<file path="src/rtl/axi_chan_fifo.sv">
// -----------------------------------------------------------------------------
// axi_chan_fifo
//   Single-clock first-word-fall-through FIFO for one AXI channel payload.
//   Binary read/write pointers carry one extra wrap bit, so full and empty
//   are told apart without a separate occupancy register.
//
//   Optional feature: define AXI_CHAN_FIFO_ERR_EN to build sticky
//   overflow/underflow flags. Without it, err is tied to 2'b00 and no
//   error registers exist.
//
// Parameters
//   DATA_W   : payload width in bits (>= 1)
//   DEPTH    : entry count, power of two, >= 2
//   AFULL_TH : occupancy at or above which afull asserts (1..DEPTH)
//
// Ports
//   clk   in   single clock, rising edge
//   rstn  in   synchronous active-low reset (pointers and flags only)
//   push  in   write request
//   wdata in   write payload
//   full  out  no free entry
//   afull out  count >= AFULL_TH
//   pop   in   read request, consumes the head entry
//   rdata out  head entry (zero when empty)
//   empty out  no valid entry
//   count out  current occupancy, 0..DEPTH
//   err   out  sticky flags: [0] overflow, [1] underflow
// -----------------------------------------------------------------------------
module axi_chan_fifo #(
    parameter int unsigned DATA_W   = 45,
    parameter int unsigned DEPTH    = 4,
    parameter int unsigned AFULL_TH = DEPTH - 1
) (
    input  logic                       clk,
    input  logic                       rstn,
    input  logic                       push,
    input  logic [DATA_W-1:0]          wdata,
    output logic                       full,
    output logic                       afull,
    input  logic                       pop,
    output logic [DATA_W-1:0]          rdata,
    output logic                       empty,
    output logic [$clog2(DEPTH):0]     count,
    output logic [1:0]                 err
);

    localparam int unsigned AW = $clog2(DEPTH);
    localparam int unsigned PW = AW + 1;

    logic [PW-1:0]     wptr_q, wptr_d;
    logic [PW-1:0]     rptr_q, rptr_d;
    logic [DATA_W-1:0] mem_q [DEPTH];

    logic we;
    logic re;

    // Status derived purely from the registered pointers.
    always_comb begin
        empty = (wptr_q == rptr_q);
        full  = (wptr_q[AW-1:0] == rptr_q[AW-1:0]) && (wptr_q[AW] != rptr_q[AW]);
        count = wptr_q - rptr_q;
        afull = (count >= PW'(AFULL_TH));
        rdata = empty ? '0 : mem_q[rptr_q[AW-1:0]];
    end

    // A pop frees the head slot in the same cycle, so a full FIFO may still
    // accept a push alongside it. Pop on empty is ignored even with a push.
    always_comb begin
        we     = rstn && push && (!full || pop);
        re     = rstn && pop && !empty;
        wptr_d = wptr_q + (we ? PW'(1) : PW'(0));
        rptr_d = rptr_q + (re ? PW'(1) : PW'(0));
    end

    always_ff @(posedge clk) begin
        if (!rstn) begin
            wptr_q <= '0;
            rptr_q <= '0;
        end else begin
            wptr_q <= wptr_d;
            rptr_q <= rptr_d;
        end
    end

    // Storage is deliberately not reset; the pointers define validity.
    always_ff @(posedge clk) begin
        if (we) begin
            mem_q[wptr_q[AW-1:0]] <= wdata;
        end
    end

`ifdef AXI_CHAN_FIFO_ERR_EN
    logic [1:0] err_q, err_d;

    always_comb begin
        err_d    = err_q;
        if (push && full && !pop) begin
            err_d[0] = 1'b1;
        end
        if (pop && empty) begin
            err_d[1] = 1'b1;
        end
    end

    always_ff @(posedge clk) begin
        if (!rstn) begin
            err_q <= 2'b00;
        end else begin
            err_q <= err_d;
        end
    end

    assign err = err_q;
`else
    assign err = 2'b00;
`endif

endmodule

</file>
<file path="config.mk">
export PLATFORM = sky130hd
export DESIGN_NAME = axi_chan_fifo
export DESIGN_NICKNAME = d
export VERILOG_FILES = /design/src/rtl/axi_chan_fifo.sv
export SDC_FILE = /design/constraint.sdc
export NUM_CORES = 1
export LEC_CHECK = 0
export ABC_AREA = 0
export BUFFER_PORTS_ARGS = -buffer_cell sky130_fd_sc_hd__buf_2
export CAP_MARGIN = 20
export CORE_MARGIN = 2
export CORE_UTILIZATION = 25
export CTS_CLUSTER_DIAMETER = 120
export DETAILED_ROUTE_END_ITERATION = 10
export GPL_TIMING_DRIVEN = 0
export SLEW_MARGIN = 25
export SYNTH_ARGS = -nofsm -noshare
export SYNTH_HDL_FRONTEND = slang
export SYNTH_SLANG_ARGS = --single-unit
</file>
<file path="constraint.sdc">
create_clock -name clk -period 7.1 [get_ports clk]
set_clock_uncertainty 0.1 [all_clocks]
set_input_delay 0 -clock clk [delete_from_list [all_inputs] [get_ports clk]]
set_output_delay 0 -clock clk [all_outputs]
set_load 0.005 [all_outputs]
</file>
# Word-level counts from Yosys, hierarchy flattened
# Memory sizes are Yosys's and may differ from the RTL's. A register that Yosys moved wholly into a read port is not among the register bits.
# Index checks and enable logic that the tools add are counted.
[op_classes]
n_addsub = 3
n_lt_le_gt_ge = 1
n_eq_ne = 3
n_mux = 6
reduce_logical = 8
[ops]
columns = ["cell", "n"]
rows = [
  ["two-way mux 45 bit", 1],
  ["adder 3 x 1 -> 3 bit", 2],
  ["logical AND 1 bit", 5],
  ["two-way mux 1 bit", 4],
  ["equality test 3 bit", 1],
  [">= comparator 3 x 2 -> 1 bit (second input constant)", 1],
  ["subtractor 3 bit", 1],
  ["equality test 2 bit", 1],
  ["logical NOT 1 bit", 2],
  ["two-way mux 2 bit", 1],
  ["logical OR 1 bit", 1],
  ["!= test 1 bit", 1],
]
[word_totals]
ff_bits = 6
mem_bits_rw = 180
inputBits = 49
out_inout_bits = 53
word_cells = 24
n_memories = 1
[memory_table]
columns = ["memory", "words", "word_bits", "rd", "rd_ports_with_merged_regs", "write_ports", "line", "source"]
rows = [
  ["mem_q", 4, 45, 1, 1, 1, "52", "logic [DATA_W-1:0] mem_q [DEPTH];"],
]

# Depth between registers and ports, before layout
# Gate-level depths: netlist (run 1).
[logic_depth]
word_depth = 7
mapped_depth = 11
ltp_nobuf = 8

# Worst setup path after synthesis (run 1)
# Ideal clock, no wire load.
[synth_timing]
path_type = "reg-to-reg"
startpoint = "register rptr_q[1]"
endpoint = "memory mem_q[0][0] (enable)"
setup_ns = 0.410
arrival_time_ns = 2.396
required_time_ns = 6.590
path_slack_ns = 4.194
stages_incl_launch_ff = 7
path_buffers = 2
period_less_slack_ns = 2.906
path_cell_list = "dfxtp_1 > buf_2 > buf_2 > inv_1 > ha_1 > nand2_1 > o31a_1"
[synth_via]
elab_chain_len = 7
[synth_lines]
columns = ["item", "line", "source"]
rows = [
  ["start: declaration", "51", "logic [PW-1:0] rptr_q, rptr_d;"],
  ["start signal: assignment", "81", "rptr_q <= rptr_d;"],
  ["equality test 2 bit", "60", "full = (wptr_q[AW-1:0] == rptr_q[AW-1:0]) && (wptr_q[AW] != rptr_q[AW]);"],
  ["logical AND 1 bit", "60", ""],
  ["logical NOT 1 bit", "69", "we = rstn && push && (!full || pop);"],
  ["logical OR 1 bit", "69", ""],
  ["logical AND 1 bit", "69", ""],
  ["two-way mux 1 bit", "87", "if (we) begin"],
  ["two-way mux 1 bit (not written as such)", "88", "mem_q[wptr_q[AW-1:0]] <= wdata;"],
  ["end: declaration", "52", ""],
]
# Every way passes these cells.

# Worst setup path after layout (run 1)
[layout_timing]
startpoint = "register rptr_q[1]"
endpoint = "output rdata[33]"
[layout_via]
elab_chain_len = 2
[layout_lines]
columns = ["item", "line", "source"]
rows = [
  ["equality test 3 bit", "59", "empty = (wptr_q == rptr_q);"],
  ["two-way mux 45 bit", "63", "rdata = empty ? '0 : mem_q[rptr_q[AW-1:0]];"],
  ["end: declaration", "41", "output logic [DATA_W-1:0] rdata,"],
]
# Every way passes these cells.

==> reports/qor.txt, run 1 <==
Ant. Diodes = 0
1st-pass router iterations = 4
final net count = 569
largest net degree at the start of global routing = 21
Worst path slowest cell = clkbuf_1
max incr delay on CP = 510 ps
Seq cells post-synth = 186
number of global-route vias before repair = 4260
Yosys cell types = 28
post-synthesis compound-gate area fraction = 5.31%
peak supply drop = 0.000133 V
crit-path leading delay family = buffers and inverters
total number of vias = 3858
Design Area, Final = 9590 µm²
Tightest Pin Transition = 831 ps
Initial Util = 25.6%
crit share post-route = 48.6%
area occupied by multi-input gates = 1680 µm²
Worst Hold Class = input pin to flip-flop
xor and xnor area share after synthesis = 0.677%
outcome = completed
Post-CTS Repair Setup Buffers = 0
DRC Markers = 0
CTS resizes = 0
post-synthesis adder-cell area fraction = 1.29%
Die Ht = 176 µm
multiplexer area fraction after synthesis = 14.0%
leading cell type in the layout, fill and taps excluded = edfxtp_1
Syn Inst Count = 339
Synth warnings = 0
Fmax = 0.290 GHz
setup TNS = 0 ps
min cycle time layout = 3450 ps
post-DP HPWL = 11.0 mm
RSZ-0062 raised after global routing = no
most frequent cells in the layout = edfxtp_1 (180), buf_2 (105), dlygate4sd3_1 (47)
vias per cell = 4.24
initial antenna violation count = 0
final setup fails = 0
H-tree levels = 4
main combinational cell family by area after synthesis = multiplexers
hold buffers post-CTS = 47
first-pass GRT wire length = 25.1 mm
share of cells above drive strength 1 = 37.1%
# IOs = 102
power per cell area = 245 nW/µm²
area grow syn2layout = 29.6%
Worst Setup End Kind = primary output
Num CTS Buffers = 17
peak fanout along the critical path = 10
Cell Area, Placed = 8560 µm²
core area = 28900 µm²
GPL Wtd Cong = 0.706
Buf+Inv Stages, Crit Path = 6
GR Util All Layers = 11.0%
register area = 5530 µm²
synthesized area per cell = 21.8 µm²
Synth Area in Simple Gates = 1.35%
CP Data Arrival Time = 3350 ps
row cnt = 62
Post-Route WL = 16.6 mm
die area = 31000 µm²
Rel. slew slack = 44.2%
top area cells in the synthesized netlist = edfxtp_1 (73%), mux4_2 (12%), a21boi_1 (2.8%)
CTS tree = built
Fillers = 2758
CP most frequent cell = buf_2
Port Buf Inserts = 99
Sink Count = 186
CP Data Required Time = 7000 ps
Skew-Pair Late Insertion Delay = 420 ps
cell taking the most area after synthesis = edfxtp_1
Horiz. Die Dim = 176 µm
root buffer selected by CTS = clkbuf_16
Worst Setup Path Type = flip-flop to primary output
post-synthesis sequential area ratio = 74.7%
Pleak = 3.33 nW
crit-path cells = buf_2 > buf_2 > inv_1 > ha_1 > and2_1 > clkbuf_1 > clkbuf_1 > a21boi_0 > buf_2
clk buf depth = 2
clock transition at the registers of the reported paths = 70 ps
maxcap violations = 0
post-DR wirelength/cell = 18.2 µm
post-synth top area share = 73.1%
initial drt markers = 174
Worst Setup Start Kind = flip-flop
final slew viol count = 0
Final Hold Fails = 0
post-synthesis cell area = 7400 µm²
remaining antenna violation count after routing = 0
global route total overflow = 0
## flip-flops by register name, indices dropped and copies added (netlist names)
signal and count:
mem_q 180, rptr_q 3, wptr_q 3
## worst register-to-register path: stages, from the launching register on
cell and delay, ps:
dfxtp_1 340, buf_2 270, buf_2 350, inv_1 130, ha_1 310, and2_1 150, clkbuf_1 400, a21oi_1 150
ha_1 220, ha_1 190, xor2_1 140, and2_1 150
## cell usage after synthesis, drive strengths merged
master  instances
xor3            1
a21oi           1
dfxtp           6
and2            8
ha              6
fa              1
buf            13
inv             6
nand2           2
conb            1
xnor2           1
and4b           2
o21ai           1
nor4bb          1
xor2            2
o311a           1
nor2            1
a21boi         45
edfxtp        180
and4            1
mux4           45
clkbuf         10
o31a            4
## logic make-up (layout without fill, tap and decap cells)
group,Yosys count,count (layout)
simple gates,15,15
xor+xnor,4,4
mux,45,45
other cells,1,2
fa+ha+maj,7,7
compound gates,52,52
flops,186,186
buf+inv,29,215
## power breakdown
part	internal, W	switching [W]	total [W]
Sequential	0.00123	0.00000570	0.00123
Clock	0.000462	0.000441	0.000903
Combinational	0.000109	0.000104	0.000213
Total	0.00180	0.000550	0.00235
## stage by stage
stage,std cells,hold slack [ps],util (%),total power [W],setup slack [ps]
6_report,910,51.0,33.1,0.00235,3650
5_1_grt,910,66.0,33.1,0.00244,3310
4_1_cts,910,39.4,33.1,0.00239,3510
3_5_place_dp,831,117,29.6,0.00146,3970
3_3_place_gp,823,108,28.9,0.00144,2760
2_1_floorplan,340,-1.13,-,0.00136,4190
## final timing paths
check / from / endpoint / slack, ps / cells after the start
hold / removal: pop / wptr_q[0] / 50 / 4
setup reg to reg: rptr_q[1] / rptr_q[2] / 4130 / 11
hold reg to reg: rptr_q[1] / rptr_q[1] / 500 / 2
setup / recovery: rptr_q[1] / rdata[33] / 3650 / 9
## layout make-up
cell class,count,area share [%]
Timing Repair Buffer,154,12.0
Buffer,23,1.81
Clock inverter,15,1.34
Multi-Input combinational cell,125,17.6
Inverter,6,0.235
Sequential cell,186,57.6
Clock buffer,17,4.44
Tap cell,384,5.01
## routing by layer
layer / track usage [%] / part of all wire (%) / up-vias
met2: 19.9 / 52 / 93
met3: 2.45 / 3.5 / 18
met1: 13.0 / 43 / 1990
met5: 0 / 0 / -
li1: - / - / 1757
met4: 3.62 / 1.4 / 0
Note: power is estimated with default switching activity, not from simulation.
==> run 2: changes to the inputs <==
--- a/config.mk
+++ b/config.mk
@@ -5,7 +5,7 @@
 export SDC_FILE = /design/constraint.sdc
 export NUM_CORES = 1
 export LEC_CHECK = 0
-export ABC_AREA = 0
+export ABC_AREA = 1
 export BUFFER_PORTS_ARGS = -buffer_cell sky130_fd_sc_hd__buf_2
 export CAP_MARGIN = 20
 export CORE_MARGIN = 2
==> constraint.sdc (replaced) <==
create_clock -name clk -period 3.1 [get_ports clk]
set_clock_uncertainty 0.1 [all_clocks]
set_input_delay 0 -clock clk [delete_from_list [all_inputs] [get_ports clk]]
set_output_delay 0 -clock clk [all_outputs]
set_load 0.005 [all_outputs]
==> reports/qor.txt, run 2 <==
outcome = completed
vias per cell = 4.07
end of the critical path = mem_q[2][14]
xor and xnor area share after synthesis = 0%
met3 Use GR = 2.74%
row cnt = 65
clock share of power = 37.3%
post-DR wirelength/cell = 15.0 µm
synthesized area per cell = 10.9 µm²
1st-pass router iterations = 5
M1 GR Usage = 15.2%
final setup fails = 0
top area cells in the synthesized netlist = edfxtp_1 (67%), nand2_1 (14%), inv_1 (4.9%)
internal power = 0.00418 W
# IOs = 102
Syn Inst Count = 732
Buf+Inv Stages, Crit Path = 5
GR Util All Layers = 12.2%
Combinational Power Share = 11.5%
post-synthesis adder-cell area fraction = 1.19%
Port Buf Inserts = 98
Worst Hold Class = input pin to flip-flop
GPL Wtd Cong = 0.696
Post-Route WL = 19.9 mm
Worst Setup End Kind = flip-flop
share of cells above drive strength 1 = 23.3%
number of global-route vias before repair = 5419
final slew viol count = 0
CP Data Required Time = 3130 ps
first-pass GRT wire length = 30.2 mm
cell taking the most area after synthesis = edfxtp_1
Tightest Pin Transition = 602 ps
final net count = 970
DRC Markers = 0
peak fanout along the critical path = 21
H-tree levels = 4
clock transition at the registers of the reported paths = 70 ps
sequential share of power = 51.2%
CTS resizes = 0
Num CTS Buffers = 17
most frequent cells in the layout = nand2_1 (291), edfxtp_1 (180), buf_2 (114)
Skew-Pair Late Insertion Delay = 430 ps
max incr delay on CP = 340 ps
Sw Ratio = 24.1%
GR peak layer = met2
Die Ht = 183 µm
Horiz. Die Dim = 183 µm
Ant. Diodes = 0
Fmax = 0.350 GHz
main combinational cell family by area after synthesis = simple AND/OR/NAND/NOR gates
die area = 33500 µm²
pre-CTS setup slack = -17.5 ps
post-synth top area share = 67.5%
Final Hold Fails = 0
remaining antenna violation count after routing = 0
crit-path cells = buf_2 > inv_2 > buf_4 > ha_1 > nand2_1 > inv_1 > nand3_1 > nand2_1 > nor2_4 > buf_12
area grow syn2layout = 29.2%
post-synthesis compound-gate area fraction = 4.28%
most instantiated cells after synthesis = nand2_1 (291), edfxtp_1 (180), inv_1 (104), nand3_1 (47), a21oi_2 (30)
peak supply drop = 0.000370 V
critical path launch point = rptr_q[1]
switching pwr = 0.00133 W
Pleak = 4.42 nW
initial drt markers = 234
max FFs per register = 180
most common cell in the netlist = nand2_1
Post-synth EDFFs = 180
worst r2r dst = mem_q[2][14]
instance count on the critical path = 10
largest net degree at the start of global routing = 22
total number of vias = 5401
Worst Setup Start Kind = flip-flop
post-synthesis cell area = 8010 µm²
post-synthesis sequential area ratio = 69.0%
Post-synth top flop = edfxtp_1
Rel. slew slack = 59.8%
met2 Resource Use GR = 21.3%
CP Data Arrival Time = 2880 ps
core area = 31600 µm²
crit share post-route = 92.0%
maxcap violations = 0
RSZ-0062 raised after global routing = no
R2R cell count = 10
Sink Count = 186
multiplexer area fraction after synthesis = 0%
Worst path slowest cell = nor2_4
crit-path leading delay family = buffers and inverters
global route total overflow = 0
power per cell area = 533 nW/µm²
async set-reset flop share out of synthesis = 0%
Seq cells post-synth = 186
Synth Area in Simple Gates = 17.3%
hold slack final = 223 ps
clk buf depth = 2
CTS tree = built
Initial Util = 25.4%
root buffer selected by CTS = clkbuf_16
min cycle time layout = 2850 ps
initial antenna violation count = 0
post-route setup slack = 247 ps
Reg2Reg Setup Slack = 250 ps
setup TNS = 0 ps
Yosys cell types = 22
Synth warnings = 0
post-DP HPWL = 13.1 mm
leading cell type in the layout, fill and taps excluded = nand2_1
CP most frequent cell = nand2_1
Worst Setup Path Type = flip-flop to flip-flop
R2R Path Start = rptr_q[1]
==> run 2: cell types whose count changed after synthesis, sizes merged, moves of 2 or more <==
cell    delta
nand2    +290
xor2       -2
inv      +100
o31a       -4
a21oi     +45
clkbuf     -8
mux4      -45
nand3     +47
nor2       +9
a21boi    -45
buf       +21
and4b      -2
and2       -8
==> run 2: worst register-to-register path, cell delays in order (launching register included) <==
cell and delay [ps]:
dfxtp_1 330, buf_2 280, inv_2 190, buf_4 230, ha_1 280, nand2_1 160
inv_1 70, nand3_1 80, nand2_1 230, nor2_4 340, buf_12 230
==> run 2: metrics by stage <==
stage	util, %	power (W)	cell area (µm²)	instances
finish	32.8	0.00551	10300	1328
global placement	28.5	0.00344	9010	1233
floorplan	-	0.00320	8010	733
global route	32.8	0.00575	10300	1328
detailed placement	29.3	0.00346	9230	1241
CTS	32.5	0.00557	10300	1321
==> run 2: layout make-up <==
| type | instances | area [µm²] |
|---|---|---|
| clock inverters | 14 | 124 |
| clock buffers | 17 | 425 |
| fillers | 3157 | 21200 |
| plain buffers | 36 | 256 |
| repair buffers | 162 | 1250 |
| well taps | 402 | 503 |
| flip-flops and latches | 186 | 5530 |
| multi-input cells | 405 | 1860 |
| inverters | 106 | 400 |
==> run 2: worst min path at each step <==
stage,startpoint,to,cells past startpoint,slack (ps)
2_1_floorplan,wdata[0],mem_q[0][0],0,-1
3_3_place_gp,wdata[41],mem_q[3][41],1,110
3_5_place_dp,wdata[22],mem_q[0][22],1,120
4_1_cts,wdata[40],mem_q[0][40],2,200
5_1_grt,wdata[10],mem_q[1][10],2,210
6_report,wdata[40],mem_q[0][40],2,220
==> run 2: kinds of logic (layout without fill, tap and decap cells) <==
group,Yosys count,count (layout)
buf+inv,142,335
fa+ha+maj,7,7
other cells,1,2
flops,186,186
compound gates,46,46
simple gates,350,350
==> run 2: timing repair <==
action | CTS | global route
buffers inserted | 2 | 7
hold buffers | 47 | 0
hold endpoints to repair | 186 | 0
pin swaps | 1 | 2
endpoints found under the setup margin | 20 | 72
==> run 2: power groups by stage <==
stage                     clock network, W  registers, W  logic, W
after floorplan                          0       0.00288  0.000318
after global placement                   0       0.00289  0.000552
after detailed placement                 0       0.00288  0.000585
after CTS                          0.00211       0.00282  0.000637
after global routing               0.00222       0.00283  0.000704
final                              0.00206       0.00282  0.000631
==> run 2: metal layers <==
layer  wire, µm  up-vias  share of wire, %
li1           -     2723                 -
met2       9950      115                50
met4        218        0               1.1
met5          0        -                 0
met3        682       14               3.4
met1       9100     2549                46
